File: config.mk
export PLATFORM = sky130hd
export DESIGN_NAME = uop_queue_flat
export DESIGN_NICKNAME = d
export VERILOG_FILES = /design/src/rtl/uop_queue_if.sv /design/src/rtl/uop_queue.sv /design/src/flat_wrapper.sv
export SDC_FILE = /design/constraint.sdc
export NUM_CORES = 1
export LEC_CHECK = 0
export ABC_CLOCK_PERIOD_IN_PS = 3100
export CAP_MARGIN = 20
export CORE_UTILIZATION = 62
export CTS_CLUSTER_SIZE = 25
export DETAILED_ROUTE_END_ITERATION = 12
export DONT_BUFFER_PORTS = 1
export PLACE_DENSITY = 0.89
export RECOVER_POWER = 25
export REMOVE_ABC_BUFFERS = 1
export SLEW_MARGIN = 5
export SYNTH_ARGS = -nofsm -noshare
export SYNTH_HDL_FRONTEND = slang
export SYNTH_HIERARCHICAL = 1
export SYNTH_SLANG_ARGS = --single-unit
export TNS_END_PERCENT = 30
File: constraint.sdc
create_clock -name clk -period 3.1 [get_ports clk]
set_input_delay 0.465 -clock clk [delete_from_list [all_inputs] [get_ports clk]]
set_output_delay 0.465 -clock clk [all_outputs]
set_load 0.05 [all_outputs]
File: src/rtl/uop_queue_if.sv
// uop_queue_if: shared types and the ucode/rename handshake bundle for uop_queue.
// The package holds the uop and nuke packet types used on both sides of the queue.
// Modport slave is the queue's view; modport master is the ucode/rename/retire side.

package uop_queue_pkg;
    typedef struct packed {
        logic [7:0]  opcode;
        logic [15:0] simid;
    } t_uinstr;

    typedef struct packed {
        logic valid;
    } t_nuke_pkt;
endpackage

interface uop_queue_if #(parameter int DEPTH = 4);
    import uop_queue_pkg::*;

    t_nuke_pkt                    nuke_rb1;
    logic                         valid_uc0;
    t_uinstr                      uinstr_uc0;
    logic                         rename_ready_rn0;
    logic                         valid_rn0;
    t_uinstr                      uinstr_rn0;
    logic                         rename_accept_rn0;
    logic [$clog2(DEPTH):0]       occupancy_rn0;

    modport slave (
        input  nuke_rb1,
        input  valid_uc0,
        input  uinstr_uc0,
        input  rename_accept_rn0,
        output rename_ready_rn0,
        output valid_rn0,
        output uinstr_rn0,
        output occupancy_rn0
    );

    modport master (
        output nuke_rb1,
        output valid_uc0,
        output uinstr_uc0,
        output rename_accept_rn0,
        input  rename_ready_rn0,
        input  valid_rn0,
        input  uinstr_rn0,
        input  occupancy_rn0
    );
endinterface

File: src/rtl/uop_queue.sv
// uop_queue: decoupling FIFO between ucode (uc0) and rename (rn0).
// Ready is derived from flops only, so a full queue never passes through a
// same-cycle dequeue. A retire nuke empties the queue at the next edge.
// Optional feature: define UOPQ_BYPASS_EN to forward a uop arriving at an empty
// queue straight to rename in the same cycle.

module uop_queue_chk #(parameter int DEPTH = 4) (
    input logic                   clk,
    input logic                   reset,
    input logic [$clog2(DEPTH):0] count_i,
    input logic                   enq_i,
    input logic                   deq_i
);
    localparam int CNT_W = $clog2(DEPTH) + 1;
    localparam logic [CNT_W-1:0] FULL_CNT = CNT_W'(DEPTH);

    a_count_bound: assert property (@(posedge clk) disable iff (reset) count_i <= FULL_CNT);
    a_no_enq_full: assert property (@(posedge clk) disable iff (reset) !(enq_i && (count_i == FULL_CNT)));
    a_no_deq_empty: assert property (@(posedge clk) disable iff (reset) !(deq_i && (count_i == {CNT_W{1'b0}})));
endmodule

module uop_queue
    import uop_queue_pkg::*;
#(
    parameter int DEPTH = 4
) (
    input logic       clk,
    input logic       reset,
    uop_queue_if.slave uq
);
    localparam int PTR_W = $clog2(DEPTH);
    localparam int CNT_W = PTR_W + 1;
    localparam logic [CNT_W-1:0] FULL_CNT = CNT_W'(DEPTH);

    t_uinstr          mem_q [DEPTH];
    logic [PTR_W-1:0] wr_ptr_q, wr_ptr_d;
    logic [PTR_W-1:0] rd_ptr_q, rd_ptr_d;
    logic [CNT_W-1:0] count_q, count_d;

    logic ready_s;
    logic nonempty_s;
    logic nuke_s;
    logic offer_s;
    logic bypass_s;
    logic enq_s;
    logic deq_s;

    // Handshake qualification: ready/valid come from flops, nuke kills enq and deq.
    always_comb begin
        nuke_s     = uq.nuke_rb1.valid;
        ready_s    = ~reset & (count_q != FULL_CNT);
        nonempty_s = ~reset & (count_q != {CNT_W{1'b0}});
        offer_s    = uq.valid_uc0 & ready_s & ~nuke_s;
        deq_s      = nonempty_s & uq.rename_accept_rn0 & ~nuke_s;
`ifdef UOPQ_BYPASS_EN
        // An empty queue forwards the incoming uop; if rename takes it, nothing is stored.
        bypass_s   = offer_s & (count_q == {CNT_W{1'b0}});
        enq_s      = offer_s & ~(bypass_s & uq.rename_accept_rn0);
`else
        bypass_s   = 1'b0;
        enq_s      = offer_s;
`endif
    end

    assign uq.rename_ready_rn0 = ready_s;
    assign uq.valid_rn0        = nonempty_s | bypass_s;
    assign uq.uinstr_rn0       = bypass_s ? uq.uinstr_uc0 : mem_q[rd_ptr_q];
    assign uq.occupancy_rn0    = reset ? {CNT_W{1'b0}} : count_q;

    // Next-state for pointers and count; reset beats nuke beats enq/deq.
    always_comb begin
        wr_ptr_d = wr_ptr_q;
        rd_ptr_d = rd_ptr_q;
        count_d  = count_q;
        if (reset || nuke_s) begin
            wr_ptr_d = {PTR_W{1'b0}};
            rd_ptr_d = {PTR_W{1'b0}};
            count_d  = {CNT_W{1'b0}};
        end else begin
            if (enq_s) begin
                wr_ptr_d = wr_ptr_q + PTR_W'(1);
            end else begin
                wr_ptr_d = wr_ptr_q;
            end
            if (deq_s) begin
                rd_ptr_d = rd_ptr_q + PTR_W'(1);
            end else begin
                rd_ptr_d = rd_ptr_q;
            end
            count_d = count_q + CNT_W'(enq_s) - CNT_W'(deq_s);
        end
    end

    // Control state register.
    always_ff @(posedge clk) begin
        wr_ptr_q <= wr_ptr_d;
        rd_ptr_q <= rd_ptr_d;
        count_q  <= count_d;
    end

    // Entry storage; data is intentionally not reset.
    always_ff @(posedge clk) begin
        if (enq_s) begin
            mem_q[wr_ptr_q] <= uq.uinstr_uc0;
        end
    end

    uop_queue_chk #(.DEPTH(DEPTH)) u_chk (
        .clk     (clk),
        .reset   (reset),
        .count_i (count_q),
        .enq_i   (enq_s),
        .deq_i   (deq_s)
    );
endmodule

File: src/flat_wrapper.sv
// flat-port wrapper written by rule: the top's interface ports become plain ports
module uop_queue_flat import uop_queue_pkg::*;
#(
    parameter int DEPTH = 4
)
  (clk, reset, uq_nuke_rb1, uq_valid_uc0, uq_uinstr_uc0, uq_rename_accept_rn0, uq_rename_ready_rn0, uq_valid_rn0, uq_uinstr_rn0, uq_occupancy_rn0);
  uop_queue_if #(.DEPTH(DEPTH)) uq_i ();
  input logic clk;
  input logic reset;
  input wire logic [$bits(uq_i.nuke_rb1)-1:0] uq_nuke_rb1;
  input wire logic [$bits(uq_i.valid_uc0)-1:0] uq_valid_uc0;
  input wire logic [$bits(uq_i.uinstr_uc0)-1:0] uq_uinstr_uc0;
  input wire logic [$bits(uq_i.rename_accept_rn0)-1:0] uq_rename_accept_rn0;
  output wire logic [$bits(uq_i.rename_ready_rn0)-1:0] uq_rename_ready_rn0;
  output wire logic [$bits(uq_i.valid_rn0)-1:0] uq_valid_rn0;
  output wire logic [$bits(uq_i.uinstr_rn0)-1:0] uq_uinstr_rn0;
  output wire logic [$bits(uq_i.occupancy_rn0)-1:0] uq_occupancy_rn0;
  assign uq_i.nuke_rb1 = uq_nuke_rb1;
  assign uq_i.valid_uc0 = uq_valid_uc0;
  assign uq_i.uinstr_uc0 = uq_uinstr_uc0;
  assign uq_i.rename_accept_rn0 = uq_rename_accept_rn0;
  assign uq_rename_ready_rn0 = uq_i.rename_ready_rn0;
  assign uq_valid_rn0 = uq_i.valid_rn0;
  assign uq_uinstr_rn0 = uq_i.uinstr_rn0;
  assign uq_occupancy_rn0 = uq_i.occupancy_rn0;
  uop_queue #(.DEPTH(DEPTH)) u_core (.clk(clk), .reset(reset), .uq(uq_i));
endmodule
### Word level (Yosys, flattened, before mapping)

Memory sizes are Yosys's and may differ from the RTL's. A register that Yosys moved wholly into a read port is not among the register bits.
Index checks and enable logic that the tools add are counted.

| word-level totals | value |
|---|---|
| register bits | 7 |
| memory bits (writable) | 96 |
| input port bits | 29 |
| output and inout bits | 29 |
| logic and storage cells | 24 |
| memories kept | 1 |

| cells by class | value |
|---|---|
| $add $sub $neg | 4 |
| equal/unequal tests | 1 |
| multiplexer cells | 5 |
| bitwise logic cells | 8 |
| reduce and logical (&&, ||, !) cells | 2 |

Memories:

| name | depth | width | read ports | clocked after memory_dff | write ports | RTL line | text |
|---|---|---|---|---|---|---|---|
| u_core.mem_q | 4 | 24 | 1 | 1 | 1 | uop_queue.sv:35 | `t_uinstr mem_q [DEPTH];` |

Operators by type and width:

| operator | number |
|---|---|
| $and A1 B1 Y1 | 6 |
| $add A2 B1 Y2 const B | 2 |
| $mux W2 | 2 |
| $add A3 B1 Y3 | 1 |
| $mux W3 | 1 |
| $ne A3 B3 Y1 const B | 1 |
| $reduce_bool A3 Y1 | 1 |
| $sub A3 B1 Y3 | 1 |
| $mux W1 | 2 |
| $not A1 Y1 | 2 |
| $logic_or A1 B1 Y1 | 1 |

### Depth between registers and ports, before layout

| logic depth | value |
|---|---|
| word-level depth | 6 |
| gate-level depth with buffers | 12 |
| depth with buffers taken out | 11 |

### Worst setup path before layout

No wires, ideal clock.

| timing path | value |
|---|---|
| path kind | input port to flip-flop |
| start point | in reset |
| end point | reg u_core.count_q[2] |
| setup time | 115 ps |
| arrival | 2237 ps |
| data required time | 2985 ps |
| slack | 748 ps |
| cell stages on the path | 11 |
| buffers on the path | 0 |
| cells stage by stage | nor3b_2 and2_4 inv_1 ha_1 inv_1 ha_1 inv_1 fa_1 xnor2_1 xnor2_1 and2_1 |

| on the way | value |
|---|---|
| cells in the longest elaborated chain, start to end | 6 |
| elaborated cells on any way between the ends | 10 |
| classes of those cells | add/sub: 2; bitwise: 7; reduce/logical: 1 |

Ends and longest elaborated chain:

| element | RTL line | text |
|---|---|---|
| start: declaration | flat_wrapper.sv:9 | `input logic reset;` |
| $not A1 Y1 | uop_queue.sv:51, uop_queue.sv:52 |  |
| $and A1 B1 Y1 | uop_queue.sv:51 | `ready_s = ~reset & (count_q != FULL_CNT);` |
| $and A1 B1 Y1 (2 in a row) | uop_queue.sv:53 | `offer_s = uq.valid_uc0 & ready_s & ~nuke_s;` |
| $add A3 B1 Y3 | uop_queue.sv:90 | `count_d = count_q + CNT_W'(enq_s) - CNT_W'(deq_s);` |
| $sub A3 B1 Y3 | uop_queue.sv:90 |  |
| end signal: assignment | uop_queue.sv:98 | `count_q <= count_d;` |
| end: declaration | uop_queue.sv:38 | `logic [CNT_W-1:0] count_q, count_d;` |

Several ways; a longest one is shown, not always the timed one.
A chain may end at the register's enable or synchronous reset.

### Worst setup path after layout

| timing path | value |
|---|---|
| start point | reg u_core.count_q[2] |
| end point | reg u_core.count_q[2] |

| on the way | value |
|---|---|
| cells in the longest elaborated chain, start to end | 6 |
| elaborated cells on any way between the ends | 10 |
| classes of those cells | add/sub: 2; eq/ne: 1; bitwise: 6; reduce/logical: 1 |

Ends and longest elaborated chain:

| element | RTL line |
|---|---|
| $ne A3 B3 Y1 | uop_queue.sv:51 |
| $and A1 B1 Y1 | uop_queue.sv:51 |
| $and A1 B1 Y1 (2 in a row) | uop_queue.sv:53 |
| $add A3 B1 Y3 | uop_queue.sv:90 |
| $sub A3 B1 Y3 * | uop_queue.sv:90 |

Every way passes the cells marked *; elsewhere a longest branch is shown, timed or not.

==> metrics.cfg <==
[yosys]
syn_avg_cell_area_um2=22.0
async_flop_share_pct=0
synth_xor_area_share_pct=0.881
yosys.area_share.adder_pct=2.39
yosys_most_used_dff=edfxtp_1
netlist.area_leader.share_pct=72.5
synth_cell_types=25
synth_area_um2=3980
synth_area_leader_cell=edfxtp_1
synth.area.mux_share_pct=13.6
synth_warnings=6
synth_top_family_by_area=multiplexers
synth_area_leaders=edfxtp_1, mux4_2, dfxtp_1
synth-compound-area-share_pct=0.850
yosys.area_share.simple_pct=3.65
ys_ff_latch=105
ys_seq_area_share_pct=77.1
synthCells=181
synth_edf_count=96

[clock_network]
clock-root-buffer=clkbuf_8
cts_tree=built
numCtsBuffers=9
clk_transition_reported_paths_ns=0.08
clock_latency_ns=0.35
htree_levels=3
ctsResizeCount=0
clk_path_buf_depth=2
postCtsSetupRepairBufs=0
cts_sinks=105
postCtsHoldBufs=0

[timing]
period_share_pct=83.3
worstMarginPinSlew_ns=0.957
finalWorstSetupSlack_ns=0.517
fmax_mhz=387
final-setup-viol-count=0
whs_ns=0.181
skew_ns=0.0102
relSlewSlack_pct=36.1
hold_viol_final=0
rsz0062_at_grt=false
setup-tns-final_ns=0
min_period_ns=2.58
slew_viol_final=0

[floorplan]
die_w_um=82.1
ios=58
coreArea_um2=6060
std_cell_rows=28
die-area_um2=6740
die_h_um=82.1
start_util_pct=65.6

[critical_path]
required_ns=3.34
critPathLaunchType=register
path_class=reg2reg
cp-end-kind=register
arrival_ns=2.83
critPathMaxFanout=8

[grt]
first_global_vias=1774
overflow=0
antenna_found_initial=0
grt_max_degree=25
grt_use_met2_pct=33.0
grt_pass1_wl_mm=8.91
grt_use_met1_pct=23.0
grtUsageTotal_pct=19.6
met3_usage_pct=6.11
grt_busiest_layer=met2

[final_layout]
layout.nets=229
final-seq-area_um2=3060
drive_gt1_share_pct=25.8
multi_input_comb_area_um2=850
finish.instance_area_um2=4290
fillers=348
diodes=0
area_growth_syn_to_layout_pct=8.03

[routing]
first_pass_iters=5
vias=1704
wl_mm=5.97
drt_iter0_markers=106
drc_errors=0
avgRoutedWirePerCell_um=21.8
drt.antenna.violating_nets=0
vias_per_cell=6.24

[power_and_ir_drop]
powerDensity_nw_per_um2=565
ir_drop_mv=0.322
p_total_w=0.00242
leakagePower_nw=1.36

[place]
io_buffers=0
dpl_cell_area_um2=4110
place_ws_ns=0.514
gp_congestion=0.822
dp_hpwl_mm=3.83

[status]
outcome=finished, final reports clean

[run]
cap_viol_max_count=0

[min_path]
hold_path_class=in2reg

layout make-up:
| type | instances | share of cell area, % |
|---|---|---|
| clock inverters | 5 | 1.31 |
| repair buffers | 9 | 1.86 |
| clock buffers | 11 | 3.06 |
| inverters | 5 | 0.437 |
| flip-flops and latches | 105 | 71.4 |
| well taps | 75 | 2.19 |
| multi-input cells | 63 | 19.8 |
cell usage in the layout, fill, tap and decap left out, types with 4 or more instances in the layout:
| cell type | count |
|---|---|
| nor2b_1 | 4 |
| buf_4 | 8 |
| nor3_1 | 5 |
| and3_1 | 4 |
| ha_1 | 6 |
| clkbuf_8 | 9 |
| mux4_2 | 24 |
| dfxtp_1 | 8 |
| edfxtp_1 | 96 |
| inv_1 | 5 |
critical path, stage by stage (launching register included):
cell and delay [ns]:
dfxtp_1 0.42, or3b_1 0.49, and2_4 0.20, inv_1 0.05, ha_1 0.23, inv_1 0.08, ha_1 0.14, inv_1 0.05
fa_1 0.39, xnor2_1 0.15, xnor2_1 0.13, and2_1 0.16
cell families (layout without fill, tap and decap cells):
group	count (synthesis)	count (layout)
flops	105	105
mux	24	24
simple gates	24	24
buf+inv	13	30
fa+ha+maj	7	7
compound gates	4	4
xor+xnor	4	4
layer usage:
| layer | wire length, um | vias to the layer above |
|---|---|---|
| met5 | 0 | - |
| met4 | 40 | 0 |
| met3 | 447 | 4 |
| met2 | 3250 | 68 |
| met1 | 2230 | 876 |
| li1 | - | 756 |
worst paths after layout:
path                            from  slack [ns]  depth (start not counted)                 end
setup / recovery   u_core/count_q[2]        0.52                         11   u_core/count_q[2]
setup reg to reg   u_core/count_q[2]        0.52                         11   u_core/count_q[2]
hold reg to reg   u_core/wr_ptr_q[1]        0.51                          2  u_core/wr_ptr_q[1]
hold / removal           uq_nuke_rb1        0.18                          1  u_core/rd_ptr_q[0]
power by group:
part	internal, W	switching (W)
registers	0.00156	0.00000488
logic	0.0000191	0.0000599
clock network	0.000373	0.000409
total	0.00195	0.000474
per-stage QoR:
step                instances  util, %
floorplan                 173        -
global placement          257     67.8
detailed placement        257     67.8
CTS                       273     70.9
global route              273     70.9
finish                    273     70.9
state kept, by name (all words and copies together) (netlist names), named ones only:
name / cells
u_core/rd_ptr_q: 2
u_core/mem_q: 96
u_core/wr_ptr_q: 2
u_core/count_q: 3
Yosys cell counts, drive strengths merged (3+ instances only):
library cell  count
and3              4
buf               8
dfxtp             9
ha                6
nor2b             4
inv               5
mux4             24
edfxtp           96
and2              3
nor3              5
No activity file was read; power rests on OpenSTA's default activity.
